`src/rtl/memctrl_host_if.sv`:
```
// Valid/ready to MEMCTRL SRAM-pin bridge: one access + one recovery cycle per beat.
// Optional read bursts (req_len+1 beats) are enabled with `define MEMHOST_BURST_EN.
module memctrl_host_if #(
    parameter int unsigned AW     = 16,
    parameter int unsigned DW     = 8,
    parameter int unsigned RD_LAT = 1
) (
    input  logic          CLK,
    input  logic          RSTN,
    input  logic          req_valid,
    output logic          req_ready,
    input  logic          req_we,
    input  logic [AW-1:0] req_addr,
    input  logic [DW-1:0] req_wdata,
`ifdef MEMHOST_BURST_EN
    input  logic [7:0]    req_len,
`endif
    output logic          rsp_valid,
    input  logic          rsp_ready,
    output logic          rsp_we,
    output logic [DW-1:0] rsp_rdata,
    output logic          rsp_last,
    output logic [AW-1:0] ADDR,
    output logic          CE,
    output logic          CSB,
    output logic          WEB,
    output logic          OEB,
    output logic [DW-1:0] IDATA,
    input  logic [DW-1:0] ODATA
);

    localparam int unsigned CW = 3;

    typedef enum logic [2:0] {
        ST_IDLE,
        ST_ACCESS,
        ST_RECOVER,
        ST_WAIT,
        ST_RESP
    } state_t;

    state_t        state;
    logic          cur_we;
    logic [CW-1:0] wait_cnt;
    logic          more_beats;

`ifdef MEMHOST_BURST_EN
    logic [7:0] beats_left;

    always_ff @(posedge CLK) begin
        if (!RSTN) begin
            beats_left <= 8'd0;
        end else if (state == ST_IDLE && req_valid) begin
            beats_left <= req_we ? 8'd0 : req_len;
        end else if (state == ST_RESP && rsp_ready && more_beats) begin
            beats_left <= beats_left - 8'd1;
        end
    end

    assign more_beats = !cur_we && (beats_left != 8'd0);
`else
    assign more_beats = 1'b0;
`endif

    // Single-process FSM; every pin and response field is a register.
    always_ff @(posedge CLK) begin
        if (!RSTN) begin
            state     <= ST_IDLE;
            cur_we    <= 1'b0;
            wait_cnt  <= '0;
            req_ready <= 1'b1;
            rsp_valid <= 1'b0;
            rsp_we    <= 1'b0;
            rsp_rdata <= '0;
            rsp_last  <= 1'b0;
            ADDR      <= '0;
            CE        <= 1'b0;
            CSB       <= 1'b1;
            WEB       <= 1'b1;
            OEB       <= 1'b1;
            IDATA     <= '0;
        end else begin
            case (state)
                ST_IDLE: begin
                    if (req_valid) begin
                        state     <= ST_ACCESS;
                        cur_we    <= req_we;
                        req_ready <= 1'b0;
                        ADDR      <= req_addr;
                        CE        <= 1'b1;
                        CSB       <= 1'b0;
                        WEB       <= !req_we;
                        OEB       <= req_we;
                        IDATA     <= req_we ? req_wdata : '0;
                    end
                end
                ST_ACCESS: begin
                    state    <= ST_RECOVER;
                    CE       <= 1'b0;
                    CSB      <= 1'b1;
                    WEB      <= 1'b1;
                    IDATA    <= '0;
                    wait_cnt <= '0;
                    if (cur_we) begin
                        OEB <= 1'b1;
                    end
                end
                ST_RECOVER: begin
                    if (cur_we) begin
                        state     <= ST_RESP;
                        rsp_valid <= 1'b1;
                        rsp_we    <= 1'b1;
                        rsp_rdata <= '0;
                        rsp_last  <= !more_beats;
                    end else if (RD_LAT == 1) begin
                        state     <= ST_RESP;
                        OEB       <= 1'b1;
                        rsp_valid <= 1'b1;
                        rsp_we    <= 1'b0;
                        rsp_rdata <= ODATA;
                        rsp_last  <= !more_beats;
                    end else begin
                        state    <= ST_WAIT;
                        wait_cnt <= CW'(RD_LAT - 32'd2);
                    end
                end
                ST_WAIT: begin
                    if (wait_cnt == '0) begin
                        state     <= ST_RESP;
                        OEB       <= 1'b1;
                        rsp_valid <= 1'b1;
                        rsp_we    <= 1'b0;
                        rsp_rdata <= ODATA;
                        rsp_last  <= !more_beats;
                    end else begin
                        wait_cnt <= wait_cnt - CW'(1);
                    end
                end
                ST_RESP: begin
                    if (rsp_ready) begin
                        rsp_valid <= 1'b0;
                        if (more_beats) begin
                            // Next burst beat goes straight back out; address wraps naturally.
                            state <= ST_ACCESS;
                            ADDR  <= ADDR + AW'(1);
                            CE    <= 1'b1;
                            CSB   <= 1'b0;
                            WEB   <= 1'b1;
                            OEB   <= 1'b0;
                            IDATA <= '0;
                        end else begin
                            state     <= ST_IDLE;
                            req_ready <= 1'b1;
                        end
                    end
                end
                default: begin
                    state     <= ST_IDLE;
                    req_ready <= 1'b1;
                end
            endcase
        end
    end

endmodule

```
`config.mk`:
```
export PLATFORM = sky130hd
export DESIGN_NAME = memctrl_host_if
export DESIGN_NICKNAME = d
export VERILOG_FILES = /design/src/rtl/memctrl_host_if.sv
export SDC_FILE = /design/constraint.sdc
export NUM_CORES = 1
export LEC_CHECK = 0
export ABC_AREA = 1
export CAP_MARGIN = 25
export CORE_ASPECT_RATIO = 0.7
export CORE_MARGIN = 2
export CORE_UTILIZATION = 42
export DETAILED_ROUTE_END_ITERATION = 8
export MAX_ROUTING_LAYER = met4
export PLACE_DENSITY = 0.82
export SLEW_MARGIN = 30
export SYNTH_ARGS = -nofsm -noshare
export SYNTH_HDL_FRONTEND = slang
export SYNTH_SLANG_ARGS = --single-unit
```
`constraint.sdc`:
```
create_clock -name CLK -period 1.7 [get_ports CLK]
set_input_delay 0.17 -clock CLK [delete_from_list [all_inputs] [get_ports CLK]]
set_output_delay 0.17 -clock CLK [all_outputs]
set_load 0.01 [all_outputs]
```
* After elaboration in Yosys (flattened, before gate mapping) *
Index checks and enable logic that the tools add are counted.

storage, ports and cells
  bits in registers = 47
  output and inout bits = 40
  bits of input ports = 37
  word-level logic and storage cells = 74

cells by class
  add/subtract/negate cells = 1
  multiplexer cells = 31
  reduce and logical (&&, ||, !) cells = 17
  equal/unequal tests = 10
  bitwise gates (word level) = 1

operator list
  operator                                                               count
  8-bit two-way mux                                                      4
  8-bit one-hot mux with 2 select lines                                  2
  3-bit one-hot mux with 5 select lines                                  1
  3-bit two-way mux                                                      4
  2-bit != test, second input constant                                   6
  1-bit two-way mux                                                      11
  1-bit one-hot mux with 2 select lines                                  5
  3-bit AND reduction                                                    3
  2-bit AND reduction                                                    4
  3-bit by 2-bit equality test with 1-bit output, second input constant  2
  3-bit zero test                                                        2
  1-bit one-hot mux with 3 select lines                                  2
  3-bit one-hot mux with 2 select lines                                  1
  2-bit nonzero test                                                     3
  5-bit AND reduction                                                    1
  1-bit one-hot mux with 4 select lines                                  1
  4-bit nonzero test                                                     1
  3-bit by 1-bit equality test with 1-bit output, second input constant  1
  3-bit equality test, second input constant                             1
  3-bit nonzero test                                                     1
  3-bit OR reduction                                                     1
  3-bit by 1-bit subtractor with 3-bit output, second input constant     1
  1-bit zero test                                                        1
  1-bit NOT                                                              1

* Logic depth before layout (Yosys ltp) *
Gate-level depths: netlist of the first run.

  depth after elaboration = 4
  depth in mapped cells = 9
  depth with buffers taken out = 9

* Worst setup path before layout of the first run *
No wires, ideal clock.

  path kind = reg2reg
  start = reg wait_cnt[0]
  end = reg rsp_rdata[5]
  setup time = 0.128 ns
  setup slack = 0.311 ns
  required time = 1.572 ns
  path buffers = 1
  period minus slack after synthesis = 1.389 ns
  arrival time = 1.261 ns
  cell stages (with the launch flop) = 9
  cell sequence = dfxtp_1 > inv_1 > ha_1 > ha_1 > o21ai_2 > nor2_4 > buf_6 > o21ai_1 > nor2_1

on the way
  cells in the longest elaborated chain, start to end = 3

RTL lines
  item                                  RTL line  RTL
  from (decl)                           44        logic [CW-1:0] wait_cnt;
  from (signal assigned)                124       wait_cnt <= CW'(RD_LAT - 32'd2);
  from (signal assigned)                136       wait_cnt <= wait_cnt - CW'(1);
  3-bit zero test                       128       if (wait_cnt == '0) begin
  2-bit != test (no source line)        --
  2-bit AND reduction (no source line)  --
  to (signal assigned)                  113       rsp_rdata <= '0;
  to (signal assigned)                  120       rsp_rdata <= ODATA;
  to (signal assigned)                  133       rsp_rdata <= ODATA;
  to (decl)                             21        output logic [DW-1:0] rsp_rdata,

Every way passes these cells.
A chain may end at the register's enable or synchronous reset.

* Final worst setup path of the first run *
Same ends and word-level chain as after synthesis.

==> flow_metrics.env, run 1 <==
export IMPL_outcome="complete, no violations"
export IMPL_p_per_cell_area_nw_per_um2=852
export IMPL_synth_area_leader_cell="dfxtp_1"
export IMPL_ffs_w_async_s_r_synth=0
export IMPL_core_area_um2=4280
export IMPL_timing_max_cap_violations=0
export IMPL_grt_pass1_wl_mm=7.11
export IMPL_nFillCells=384
export IMPL_diodes=0
export IMPL_max_stage_delay_ns=0.32
export IMPL_detail_route_wirelength_mm=4.36
export IMPL_grt_max_degree=20
export IMPL_synth_top_cells_by_count="nand2_1 (75), dfxtp_1 (47), a21oi_1 (32), nor2_1 (18), inv_1 (12)"
export IMPL_worst_slew_pin_slew_ns=0.364
export IMPL_synth_nets=277
export IMPL_timing_hold_violations_final=0
export IMPL_clk_transition_reported_paths_ns=0.09
export IMPL_cts_resized=0
export IMPL_layout_drive_gt1_share=0.0786
export IMPL_dp_worst_setup_slack_ns=0.275
export IMPL_port_buffers=76
export IMPL_h_tree_depth=2
export IMPL_insertion_delay_ns=0.29
export IMPL_p_leak_uw=0.00108
export IMPL_die_width_um=83.4
export IMPL_cts_buffers_inserted=5
export IMPL_slew_violations=0
export IMPL_fmax_ghz=0.692
export IMPL_design_final_nets=356
export IMPL_detailroute_via_count=1752
export IMPL_cts_tree="built"
export IMPL_design_portCount=77
export IMPL_rows=20
export IMPL_initial_core_util=0.433
export IMPL_drtIter0Drc=47
export IMPL_share_of_the_clock_period_used_by_the_worst_path_after_layout=0.850
export IMPL_postSynthAreaPerCell_um2=7.78
export IMPL_unrepaired_setup_endpoints_after_global_routing="no"
export IMPL_grt_total_usage=0.187
export IMPL_crit_type="reg2reg"
export IMPL_crit_path_end_kind="flop"
export IMPL_dp_hpwl_mm=3.18
export IMPL_cp_slowest_cell="dfxtp_1"
export IMPL_hold_path_class="in2reg"
export IMPL_route_antenna_remaining_nets=0
export IMPL_worst_path_max_fanout=17
export IMPL_post_synth_top_area_fraction=0.508
export IMPL_crit_chain="inv_1, ha_1, ha_1, o21ai_2, nor2_4, nand2_1, o21ai_1, nor2_1"
export IMPL_synth_warnings=0
export IMPL_first_global_vias=1602
export IMPL_finalCriticalPeriod_ns=1.45
export IMPL_crit_top_cell="ha_1"
export IMPL_post_synthesis_cell_area_um2=1850
export IMPL_clk_root_buffer_cell="clkbuf_8"
export IMPL_distinct_cells_synth=24
export IMPL_grt_remaining_overflow=0
export IMPL_ir_worst_vdd_mv=0.450
export IMPL_fin_worst_skew_ns=0.00641
export IMPL_max_clock_path_buffers=2
export IMPL_dieArea_um2=4960
export IMPL_post_cts_setup_buffer_count=0
export IMPL_dominantRegCellSynth="dfxtp_1"
export IMPL_area_sequential_um2=941
export IMPL_drt_first_pass_iters=4
export IMPL_timing_critical_path_from_type="flop"
export IMPL_drcViolationCount=0
export IMPL_antenna_found_initial=0
export IMPL_routed_wire_length_per_instance_um=11.7
export IMPL_holdBufCountCts=0
export IMPL_maxSlewHeadroom=0.757
export IMPL_setup_total_negative_slack_ns=0
export IMPL_multi_input_area_um2=801
export IMPL_seq_area_frac_synth=0.508
export IMPL_post_dr_vias_cell=4.70
export IMPL_tritoncts_num_sinks=47
export IMPL_synth_top_cells_by_area="dfxtp_1 (51%), nand2_1 (15%), a21oi_1 (8.6%)"
export IMPL_synth_to_layout_area_growth_pct=49.2
export IMPL_postSynthCellCount=238
export IMPL_post_synth_top_count_cell="nand2_1"
export IMPL_edff_count_synth=0
export IMPL_worst_slack_ns=0.254
export IMPL_fp_dieH_um=59.6
export IMPL_synth_seq_cells=47
export IMPL_cp_required_ns=1.89
export IMPL_globalplace_congestion=0.813
export IMPL_cp_arrival_ns=1.63
export IMPL_report_final_setup_viol=0
-- logic make-up after synthesis --
kind of cell | synth area share
compound gates | 0.149
fa+ha+maj | 0.0135
buf+inv | 0.0595
flops | 0.508
simple gates | 0.270
-- flip-flops by register name, summed over array words and instances, names as in the netlist, 3 cells and up --
| name | flops |
|---|---|
| ADDR | 16 |
| IDATA | 8 |
| rsp_rdata | 8 |
| state | 3 |
| wait_cnt | 3 |
-- where the power goes --
part	switching, uW	internal, uW	leakage [uW]
sequential	38.4	1170	0.000385
combinational	211	242	0.000648
clock	365	332	0.0000474
total	614	1740	0.00108
-- cell usage in the layout, fill, tap and decap left out, drive strengths merged --
cell type | netlist | routed
nand2 | 77 | 77
clkdlybuf4s50 | 0 | 76
dfxtp | 47 | 47
a21oi | 32 | 32
nor2 | 23 | 23
o21ai | 21 | 21
inv | 16 | 16
nand3 | 8 | 8
clkbuf | 4 | 6
buf | 4 | 4
or2 | 2 | 2
ha | 2 | 2
nand3b | 1 | 1
o211ai | 1 | 1
clkinv | 0 | 1
clkinvlp | 0 | 1
-- through the flow --
stage / hold WS [ns] / std cells / util / area [um^2] / total power [uW]
floorplan: 0.254 / 238 / - / 1850 / 1440
global placement: 0.430 / 365 / 0.623 / 2660 / 1670
detailed placement: 0.437 / 365 / 0.623 / 2660 / 1680
CTS: 0.414 / 373 / 0.646 / 2760 / 2380
global route: 0.411 / 373 / 0.646 / 2760 / 2480
finish: 0.423 / 373 / 0.646 / 2760 / 2350
-- critical path, delay by kind of cell (launching register included) --
kind	cells	cell delay (ns)
AO/OA/AOI/OAI	2	0.18
AND/OR/NAND/NOR	3	0.44
flip-flops	1	0.32
adder cells (fa/ha/maj)	2	0.32
buffers and inverters	1	0.07
-- path summary, 6_finish.rpt --
check	from	to	slack [ns]	cells past startpoint
hold / removal	req_addr[12]	ADDR[12]	0.42	3
setup / recovery	wait_cnt[0]	rsp_rdata[5]	0.25	8
hold reg to reg	req_ready	req_ready	0.45	2
setup reg to reg	wait_cnt[0]	rsp_rdata[5]	0.25	8
-- routing by layer --
metal / up-vias / part of all wire / GRT usage / wire length [um]
li1: 919 / - / - / -
met5: - / 0 / - / 0
met4: 0 / 0.0064 / 0.0562 / 28
met1: 762 / 0.48 / 0.242 / 2110
met3: 4 / 0.083 / 0.0641 / 362
met2: 67 / 0.43 / 0.280 / 1860
-- final cells by class --
class | instances | area share
inverter | 16 | 0.0226
tap | 55 | 0.0249
clock buffer | 6 | 0.0299
timing repair buffer | 80 | 0.286
sequential | 47 | 0.341
multi-input combinational | 167 | 0.290
clock inverter | 2 | 0.00589
(Power assumes the default switching activity.)
==> inputs of run 2 (changes only) <==
- CAP_MARGIN: 25 -> unset
==> results of run 2 <==
Same layout as run 1: the final DEF is identical, and so are final timing and power.
